## config.mk

```make
export PLATFORM = sky130hd
export DESIGN_NAME = muldiv_unit
export DESIGN_NICKNAME = d
export VERILOG_FILES = /design/src/rtl/muldiv_pkg.sv /design/src/rtl/md_div_step.sv /design/src/rtl/muldiv_unit.sv
export SDC_FILE = /design/constraint.sdc
export NUM_CORES = 1
export LEC_CHECK = 0
export CAP_MARGIN = 30
export CORE_ASPECT_RATIO = 0.75
export CORE_MARGIN = 8
export CORE_UTILIZATION = 30
export CTS_CLUSTER_DIAMETER = 200
export DETAILED_ROUTE_END_ITERATION = 16
export GPL_ROUTABILITY_DRIVEN = 0
export MAX_ROUTING_LAYER = met4
export PLACE_DENSITY_LB_ADDON = 0.08
export SLEW_MARGIN = 20
export SYNTH_ARGS = -nofsm -noshare
export SYNTH_HDL_FRONTEND = slang
export SYNTH_HIERARCHICAL = 1
export SYNTH_SLANG_ARGS = --single-unit
```

## constraint.sdc

```tcl
create_clock -name clk -period 9.35 [get_ports clk]
set_clock_uncertainty 0.05 [all_clocks]
set_input_delay 1.87 -clock clk [delete_from_list [all_inputs] [get_ports clk]]
set_output_delay 1.87 -clock clk [all_outputs]
set_load 0.01 [all_outputs]
```

## src/rtl/muldiv_pkg.sv

```systemverilog
// Shared definitions for the iterative RV32M multiply/divide unit.
// Holds operation codes, FSM states and operand-signedness helpers.
package muldiv_pkg;

    typedef enum logic [2:0] {
        OP_MUL    = 3'd0,
        OP_MULH   = 3'd1,
        OP_MULHSU = 3'd2,
        OP_MULHU  = 3'd3,
        OP_DIV    = 3'd4,
        OP_DIVU   = 3'd5,
        OP_REM    = 3'd6,
        OP_REMU   = 3'd7
    } md_op_e;

    typedef enum logic [1:0] {
        ST_IDLE,
        ST_MUL,
        ST_DIV,
        ST_DONE
    } md_state_e;

    function automatic logic is_signed_a(input md_op_e op);
        return op inside {OP_MULH, OP_MULHSU, OP_DIV, OP_REM};
    endfunction

    function automatic logic is_signed_b(input md_op_e op);
        return op inside {OP_MULH, OP_DIV, OP_REM};
    endfunction

endpackage

```

## src/rtl/md_div_step.sv

```systemverilog
// One restoring-division step: shift the next dividend bit into the partial
// remainder and subtract the divisor when it fits.
module md_div_step #(
    parameter int W = 32
) (
    input  logic [W-1:0] rem,
    input  logic         dividend_bit,
    input  logic [W-1:0] divisor,
    output logic [W-1:0] rem_next,
    output logic         quot_bit
);
    logic [W:0] shifted;
    logic [W:0] trial;

    assign shifted = {rem, dividend_bit};
    assign trial   = shifted - {1'b0, divisor};

    // rem < divisor keeps shifted below 2*divisor, so trial[W] is a clean borrow.
    assign quot_bit = ~trial[W];
    assign rem_next = quot_bit ? trial[W-1:0] : shifted[W-1:0];

endmodule

```

## src/rtl/muldiv_unit.sv

```systemverilog
// Iterative RV32M multiply/divide unit: shift-add multiplier and restoring
// divider, one iteration per cycle, valid/ready on both sides, flushable.
module muldiv_unit
    import muldiv_pkg::*;
#(
    parameter int DATA_WIDTH    = 32,
    parameter int OPCODE_LENGTH = 3
) (
    input  logic                     clk,
    input  logic                     rst_n,
    input  logic                     flush,
    input  logic                     in_valid,
    output logic                     in_ready,
    input  logic [OPCODE_LENGTH-1:0] Operation,
    input  logic [DATA_WIDTH-1:0]    SrcA,
    input  logic [DATA_WIDTH-1:0]    SrcB,
    output logic                     out_valid,
    input  logic                     out_ready,
    output logic [DATA_WIDTH-1:0]    MDResult
);
    localparam int           W         = DATA_WIDTH;
    localparam logic [W-1:0] LAST_ITER = W'(W - 1);
    localparam logic [W-1:0] MOST_NEG  = {1'b1, {(W-1){1'b0}}};

    md_state_e      state, next_state;
    md_op_e         op_in, op_q;
    logic           div_op, sign_a, sign_b;
    logic [W-1:0]   mag_a, mag_b;
    logic           special_hit;
    logic [W-1:0]   special_val;
    logic           accept, busy, last_iter;

    logic [2*W-1:0] acc;
    logic [W-1:0]   operand_q;
    logic [W-1:0]   count;
    logic           neg_q, rem_neg_q;
    logic [W-1:0]   md_result_q;

    logic [W:0]     mul_sum;
    logic [2*W-1:0] mul_next, div_next, iter_next, product;
    logic [W-1:0]   step_rem;
    logic           step_bit;
    logic [W-1:0]   final_val;

    assign op_in  = md_op_e'(Operation[2:0]);
    assign div_op = op_in[2];
    assign sign_a = is_signed_a(op_in) && SrcA[W-1];
    assign sign_b = is_signed_b(op_in) && SrcB[W-1];
    assign mag_a  = sign_a ? -SrcA : SrcA;
    assign mag_b  = sign_b ? -SrcB : SrcB;

    assign accept    = in_valid && (state == ST_IDLE) && !flush;
    assign busy      = (state == ST_MUL) || (state == ST_DIV);
    assign last_iter = busy && (count == LAST_ITER);

    // NOTE: every output of a combinational block gets a default first so no path infers a latch.
    always_comb begin
        special_hit = 1'b0;
        special_val = '0;
        if (div_op && SrcB == '0) begin
            special_hit = 1'b1;
            special_val = (op_in == OP_DIV || op_in == OP_DIVU) ? '1 : SrcA;
        end else if ((op_in == OP_DIV || op_in == OP_REM) && SrcA == MOST_NEG && SrcB == '1) begin
            special_hit = 1'b1;
            special_val = (op_in == OP_DIV) ? SrcA : '0;
        end else if (!div_op && (SrcA == '0 || SrcB == '0)) begin
            special_hit = 1'b1;
        end
    end

    // Multiply: acc = {partial product, remaining multiplier bits}.
    assign mul_sum  = {1'b0, acc[2*W-1:W]} + (acc[0] ? {1'b0, operand_q} : '0);
    assign mul_next = {mul_sum, acc[W-1:1]};

    // Divide: acc = {partial remainder, dividend bits shifting out / quotient bits in}.
    md_div_step #(.W(W)) u_div_step (
        .rem          (acc[2*W-1:W]),
        .dividend_bit (acc[W-1]),
        .divisor      (operand_q),
        .rem_next     (step_rem),
        .quot_bit     (step_bit)
    );
    assign div_next = {step_rem, acc[W-2:0], step_bit};

    assign iter_next = (state == ST_MUL) ? mul_next : div_next;
    assign product   = neg_q ? -iter_next : iter_next;

    // The sign fix is folded into the last iteration edge.
    always_comb begin
        final_val = product[2*W-1:W];
        case (op_q)
            OP_MUL:          final_val = product[W-1:0];
            OP_DIV, OP_DIVU: final_val = neg_q ? -iter_next[W-1:0] : iter_next[W-1:0];
            OP_REM, OP_REMU: final_val = rem_neg_q ? -iter_next[2*W-1:W] : iter_next[2*W-1:W];
            default:         ;
        endcase
    end

    // NOTE: non-blocking assignments so every register samples pre-edge values.
    always_ff @(posedge clk or negedge rst_n) begin
        if (!rst_n) state <= ST_IDLE;
        else        state <= next_state;
    end

    always_comb begin
        next_state = state;
        case (state)
            ST_IDLE: if (in_valid) next_state = special_hit ? ST_DONE : (div_op ? ST_DIV : ST_MUL);
            ST_MUL,
            ST_DIV:  if (last_iter) next_state = ST_DONE;
            ST_DONE: if (out_ready) next_state = ST_IDLE;
            default: next_state = ST_IDLE;
        endcase
        if (flush) next_state = ST_IDLE;
    end

    always_ff @(posedge clk or negedge rst_n) begin
        if (!rst_n) begin
            op_q        <= OP_MUL;
            acc         <= '0;
            operand_q   <= '0;
            count       <= '0;
            neg_q       <= 1'b0;
            rem_neg_q   <= 1'b0;
            md_result_q <= '0;
        end else if (!flush) begin
            if (accept) begin
                op_q      <= op_in;
                count     <= '0;
                neg_q     <= sign_a ^ sign_b;
                rem_neg_q <= sign_a;
                if (div_op) begin
                    operand_q <= mag_b;
                    acc       <= {{W{1'b0}}, mag_a};
                end else begin
                    operand_q <= mag_a;
                    acc       <= {{W{1'b0}}, mag_b};
                end
                if (special_hit) md_result_q <= special_val;
            end else if (busy) begin
                acc   <= iter_next;
                count <= count + W'(1);
                if (last_iter) md_result_q <= final_val;
            end
        end
    end

    assign in_ready  = (state == ST_IDLE);
    assign out_valid = (state == ST_DONE);
    assign MDResult  = md_result_q;

endmodule

```

==> results of run 1 <==
## stage by stage
stage	instances	utilization	worst slack [ps]	total power, mW
floorplan	2336	-	3645	5.776
global placement	3115	0.3281	2709	7.637
detailed placement	3115	0.3281	2519	7.647
CTS	3147	0.3383	2498	8.467
global route	3150	0.3391	2146	9.184
finish	3150	0.3391	2444	8.615
## worst register-to-register path: stages (launching register included)
cell	delay, ps
dfrtp_1	500
inv_1	90
ha_1	230
fa_1	420
and2b_1	260
o2111ai_2	130
a21oi_2	230
o2111ai_1	240
a211oi_2	340
nor2_4	100
mux2i_4	370
and2_4	330
inv_8	130
mux2_2	350
a221oi_2	630
nand4_1	280
a21o_1	290
or3_1	480
nor3_2	210
nand4_1	240
o41ai_2	370
xor2_1	110
a221oi_1	330
o21ai_1	90
## cell type report
class                   instances  share of cell area
well taps                     790             0.04985
clock inverters                14            0.007887
inverters                      72             0.01401
multi-input cells            1957              0.6310
repair buffers                132             0.06430
flip-flops and latches        167              0.2108
clock buffers                  18             0.02215
## registers in the layout, indices dropped and copies added (netlist names)
signal     flops
op_q           3
MDResult      32
count         32
acc           64
state          2
neg_q          1
operand_q     32
rem_neg_q      1
## worst max path at each step
stage                        end  startpoint  cells past startpoint
floorplan           MDResult[14]     acc[31]                     27
global placement    MDResult[30]     acc[31]                     23
detailed placement  MDResult[30]     acc[31]                     23
CTS                 MDResult[30]     acc[31]                     23
global route        MDResult[30]     acc[31]                     23
finish              MDResult[30]     acc[31]                     23
## logic make-up after synthesis
kind of cell	count (synthesis)	share of synthesized area
and+or+nand+nor	871	0.2344
AOI/OAI and AO/OA	723	0.2632
buffers and inverters	212	0.05356
xor gates and xnor gates	207	0.1031
DFF	167	0.2376
muxes	81	0.05399
adders and majority gates	75	0.05420
## cells in the mapped netlist, types with 19 or more instances
master,count,share of area
a21o_1,47,0.020
xnor2_1,112,0.056
nor2_1,235,0.050
clkbuf_1,102,0.022
nand3_1,56,0.016
mux2_4,19,0.016
a31oi_1,25,0.0089
nor4_1,24,0.0085
ha_1,73,0.052
nand4_1,34,0.012
mux2i_1,47,0.027
and3_1,21,0.0075
o221ai_1,19,0.0095
or3_1,21,0.0075
dfrtp_1,167,0.24
o21ai_0,229,0.065
a21oi_1,185,0.053
nor3_1,48,0.014
inv_1,70,0.015
xor2_1,95,0.047
o21a_1,29,0.012
and2_1,37,0.013
nand2_1,291,0.062
## power breakdown
| group | leakage, nW | internal, mW | switching (mW) |
|---|---|---|---|
| combinational | 5.71 | 2.42 | 4.21 |
| sequential | 2.23 | 0.923 | 0.297 |
| clock | 0.299 | 0.408 | 0.366 |
## routing by layer
layer  up-vias  track usage  wire [um]
met3        56      0.02790       4217
met1      8642       0.3568      40510
met2       582       0.2954      28670
li1       8441            -          -
met5         -            -          0
met4         0      0.04877       1183
==> run summary, run 1 <==
Status - finished clean
Fillers - 6300
Initial antenna violation count - 3
Vias - 17720
Total core area - 58480 um^2
Die width - 295.6 um
Commonest non-fill, non-tap cell in the layout - nand2_1
Worst Path Buf+Inv - 2
Vias in the first global route - 16490
DIE AREA - 66720 um^2
Hold_buf cts - 0
RSZ-0062 raised after global routing - false
Clk sinks - 167
Largest net degree at the start of global routing - 110
Starting Density - 0.3008
Worst EP arrival - 7230 ps
# Post-CTS Setup Buffers - 0
Maximum vdd drop - 0.0002212 V
Setup TNS - 0 ps
Layout Nets - 2494
Worst Hold End - operand_q[5]
CTS Buf Count - 17
Post-synthesis instance total - 2336
Ports - 106
Yosys warns - 6
Tmin final - 6906 ps
GRT Util Overall - 0.2255
Die height - 225.7 um
Most frequent CP cell - nand4_1
Congestion Overflow GR - 0
Ant diodes - 0
EDFF count, synth - 0
Dpl cell area - 19190 um^2
Critical path capture point type - flip-flop
Leakage - 8.244 nW
Unique masters post-synth - 112
DR vias/cell - 5.626
TritonCTS clock tree - built
Reg-to-reg startpoint - acc[31]
Clk slew on worst S/H paths - 80 ps
Mapped Area - 17590 um^2
Clock buffer depth - 2
Peak Freq - 144.8 MHz
Worst hold path type - flip-flop to flip-flop
Layout cells sized above 1 - 0.06314
Iter 0 DRT Violations - 1611
Critical Path Fanout Max - 25
RR Endpoint - MDResult[30]
First-pass GRT wire length - 111200 um
Drt pass-1 iters - 8
Req. time, crit path - 9680 ps
Clk_lat worst skew - 490 ps
Synthesized flop and latch total - 167
Final wirelength - 74580 um
Post-synth net total - 2483
I/O Buffers - 105
MaxCap Viol Count - 0
Commonest cells after routing, fill and taps aside - 290 x nand2_1, 233 x nor2_1, 228 x o21ai_0, 184 x a21oi_1, 166 x dfrtp_1
Max incr delay on CP - 630 ps
Multi-input gate area - 12510 um^2
CP delay by family, top - compound AO/OA/AOI/OAI gates
Worst slew margin - 0.3033
WL per Instance - 23.68 um
Post-route ant nets - 0
Clk root buf - clkbuf_16
H-tree lvl count - 4
FFs w/ async S/R, synth - 1.000
Startpoint types - flip-flop
Primary FF master, synth - dfrtp_1
Sequential Area - 4180 um^2
Critical path's slowest cell - a221oi_2
Post_cts resized - 0
Beginning of the worst hold path - operand_q[5]
Cell area after layout - 19830 um^2
Final Cycle Share - 0.7386
Cell area power density - 434.5 nW/um^2
Final setup viols - 0
Area Overhead vs Synth - 12.73%
Flop2flop setup slack - 2440 ps
Sequential-to-total area share from yosys stat - 0.2376
Worst slew pin tran - 1045 ps
Rows - 77
Mean Syn Cell Area - 7.530 um^2
DRC Markers - 0
Worst-case reg-to-reg path depth - 23
Crit path cell chain - inv_1, ha_1, fa_1, and2b_1, o2111ai_2, a21oi_2, o2111ai_1, a211oi_2, nor2_4, mux2i_4, and2_4, inv_8, mux2_2, a221oi_2, nand4_1, a21o_1, or3_1, nor3_2, nand4_1, o41ai_2, xor2_1, a221oi_1, o21ai_1
Final Max Tran Viols - 0
Post-DP HPWL - 58250 um
WHS Path Cells - 2
Final Hold Viols - 0
Worst hold margin - 452.6 ps
Critical path type - flip-flop to flip-flop
No activity file was read; power rests on OpenSTA's default activity.
==> run 2: changes to the inputs <==
clock period = 5.8 ns   (was 9.35 ns; I/O delays follow)
==> run summary, run 2 (synthesis gave the netlist of run 1 again) <==
Status - finished clean
Layout cells sized above 1 - 0.1225 (+0.05935)
Switching pwr - 8.615 mW (+77%)
Placed cells - 3226 (+3.6%)
Hold_buf cts - 0 (unchanged)
H-tree lvl count - 4 (unchanged)
Critical Path Fanout Max - 8 (-68%)
CTS Buf Count - 17 (unchanged)
Commonest cells after routing, fill and taps aside - 289 x nand2_1, 232 x nor2_1, 224 x o21ai_0, 182 x a21oi_1, 166 x dfrtp_1
WHS Path Cells - 1 (-1)
CP delay by family, top - compound AO/OA/AOI/OAI gates
Vias - 18190 (+2.6%)
GRT Util Overall - 0.2309 (+0.005410)
Clk root buf - clkbuf_16
First-pass GRT wire length - 112700 um (+1.4%)
Beginning of the worst hold path - MDResult[3]
Final setup viols - 0 (unchanged)
Die height - 225.7 um (unchanged)
Final wirelength - 76040 um (+2.0%)
Iter 0 DRT Violations - 1920 (+19%)
Core Util, Final - 0.3595 (+0.02043)
Commonest non-fill, non-tap cell in the layout - nand2_1
Pint - 7.644 mW (+100%)
Worst Hold End - MDResult[3]
Final Max Tran Viols - 0 (unchanged)
Clk slew on worst S/H paths - 80 ps (about the same)
Leakage - 8.867 nW (+7.6%)
Worst hold path type - flip-flop to flip-flop
Post-route ant nets - 0 (unchanged)
Max incr delay on CP - 430 ps (-200 ps)
Critical path capture point type - flip-flop
Power share of the sequential group - 0.119 (-0.023)
Clock buffer depth - 2 (unchanged)
Peak Freq - 176.7 MHz (+22%)
Reg-to-reg startpoint - acc[31]
Post-layout instance count excluding filler cells - 3275 (+4.0%)
Final Hold Viols - 0 (unchanged)
Worst slew margin - 0.2614 (-0.04191)
MaxCap Viol Count - 0 (unchanged)
Tmin final - 5658 ps (-1247 ps)
Critical path's slowest cell - or3_4
Worst slew pin tran - 1098 ps (+52.75 ps)
Clock Power Share - 0.074 (-0.016)
Req. time, crit path - 6140 ps (-3540 ps)
Vias in the first global route - 17060 (+3.4%)
Sw Ratio - 0.5298 (-0.03527)
Starting Density - 0.3008 (unchanged)
Layout Nets - 2616 (+4.9%)
Clk sinks - 167 (unchanged)
Clk_lat worst skew - 500 ps (about the same)
Startpoint types - flip-flop
I/O Buffers - 105 (unchanged)
Max reg flops - 64 (unchanged)
Final Cycle Share - 0.9756 (+0.2370)
Worst Path Buf+Inv - 3 (+1)
Critical path type - flip-flop to flip-flop
Drt pass-1 iters - 5 (-3)
Cell area power density - 773.4 nW/um^2 (+78%)
Ports - 106 (unchanged)
DIE AREA - 66720 um^2 (unchanged)
Power share of the combinational group - 0.807 (+0.038)
DRC Markers - 0 (unchanged)
Crit path cell chain - inv_1, ha_2, fa_2, and2b_2, o2111ai_4, a21oi_4, o2111ai_2, a211oi_2, nor2_4, mux2i_4, and2_4, inv_8, buf_4, mux2_4, a22oi_1, and3_1, nand2_1, or3_4, nor3_4, nand4_1, o41ai_2, xor2_1, a221oi_2, o21ai_1
Area Overhead vs Synth - 19.53%
DR vias/cell - 5.553 (-1.3%)
Post-DP HPWL - 60130 um (+3.2%)
RR Endpoint - MDResult[30]
WL per Instance - 23.22 um (-1.9%)
RSZ-0062 raised after global routing - true
Worst EP arrival - 6000 ps (-1230 ps)
TritonCTS clock tree - built
Congestion Overflow GR - 0 (unchanged)
Largest reg by FF count - acc
Rows - 77 (unchanged)
Worst-case reg-to-reg path depth - 24 (+4.3%)
Total core area - 58480 um^2 (unchanged)
Maximum vdd drop - 0.0004427 V (+100%)
Initial antenna violation count - 12 (+9)
Largest net degree at the start of global routing - 92 (-16%)
Flop2flop setup slack - 140 ps (-2300 ps)
Die width - 295.6 um (unchanged)
-- run 2: how the worst max path moves through the flow --
stage,from,to,slack [ps],cells past startpoint
after detailed placement,acc[31],MDResult[8],-180,25
after global routing,acc[31],MDResult[26],-90,29
after CTS,acc[31],MDResult[31],0.1,25
after global placement,acc[31],MDResult[31],4,23
final,acc[31],MDResult[30],140,24
after floorplan,acc[31],MDResult[14],100,27
-- run 2: repair_timing --
action | 4_1_cts | 5_1_grt
pin swaps | 4 | 31
setup endpoints to repair | 15 | 27
resized for setup | 6 | 49
hold endpoints to repair | 0 | 0
buffers inserted | 2 | 11
-- run 2: area by class of cell --
| cell class | count | area [um^2] |
|---|---|---|
| sequential | 167 | 4180 |
| clock inverter | 15 | 155.1 |
| inverter | 72 | 280.3 |
| clock buffer | 17 | 425.4 |
| antenna | 3 | 7.507 |
| timing repair buffer | 254 | 2206 |
| fill | 6209 | 37460 |
| tap | 790 | 988.4 |
| multi-input combinational | 1957 | 12780 |
-- run 2: routing by layer --
metal  vias up  routed length (um)  track usage
met3        67                5681      0.04567
met5         -                   0            -
met1      8794               39600       0.3542
li1       8707                   -            -
met4         0                1649      0.06230
met2       619               29110       0.2975
-- run 2: metrics by stage --
stage          TNS, ps  setup slack [ps]  cell area [um^2]  power (mW)  hold slack, ps
2_1_floorplan        0             95.41             17590       9.311           403.1
5_1_grt         -224.6            -89.13             21020       17.35           462.8
3_3_place_gp         0             3.938             20050       14.00           430.5
6_report             0             141.5             21020       16.26           440.1
3_5_place_dp    -908.7            -175.4             20050       13.95           433.2
4_1_cts              0            0.1155             20660       15.31           448.6
-- run 2: worst register-to-register path: stages, from the launching register on --
cell,delay [ps]
dfrtp_1,350
inv_1,50
ha_2,200
fa_2,400
and2b_2,270
o2111ai_4,180
a21oi_4,230
o2111ai_2,150
a211oi_2,340
nor2_4,90
mux2i_4,200
and2_4,180
inv_8,100
buf_4,170
mux2_4,300
a22oi_1,250
and3_1,290
nand2_1,110
or3_4,430
nor3_4,220
nand4_1,210
o41ai_2,360
xor2_1,120
a221oi_2,220
o21ai_1,90
-- run 2: power by group through the flow --
stage | clock [mW] | sequential (mW) | combinational, mW
after floorplan | 0 | 1.75 | 7.56
after global placement | 0 | 1.94 | 12.1
after detailed placement | 0 | 1.95 | 12.0
after CTS | 1.24 | 1.93 | 12.1
after global routing | 1.27 | 1.99 | 14.1
final | 1.20 | 1.94 | 13.1
==> run 3: changes to the inputs <==
HOLD_SLACK_MARGIN = 0.06   (was not set)
==> results of run 3 <==
Same layout as run 2: the final DEF is identical, and so are final timing and power.
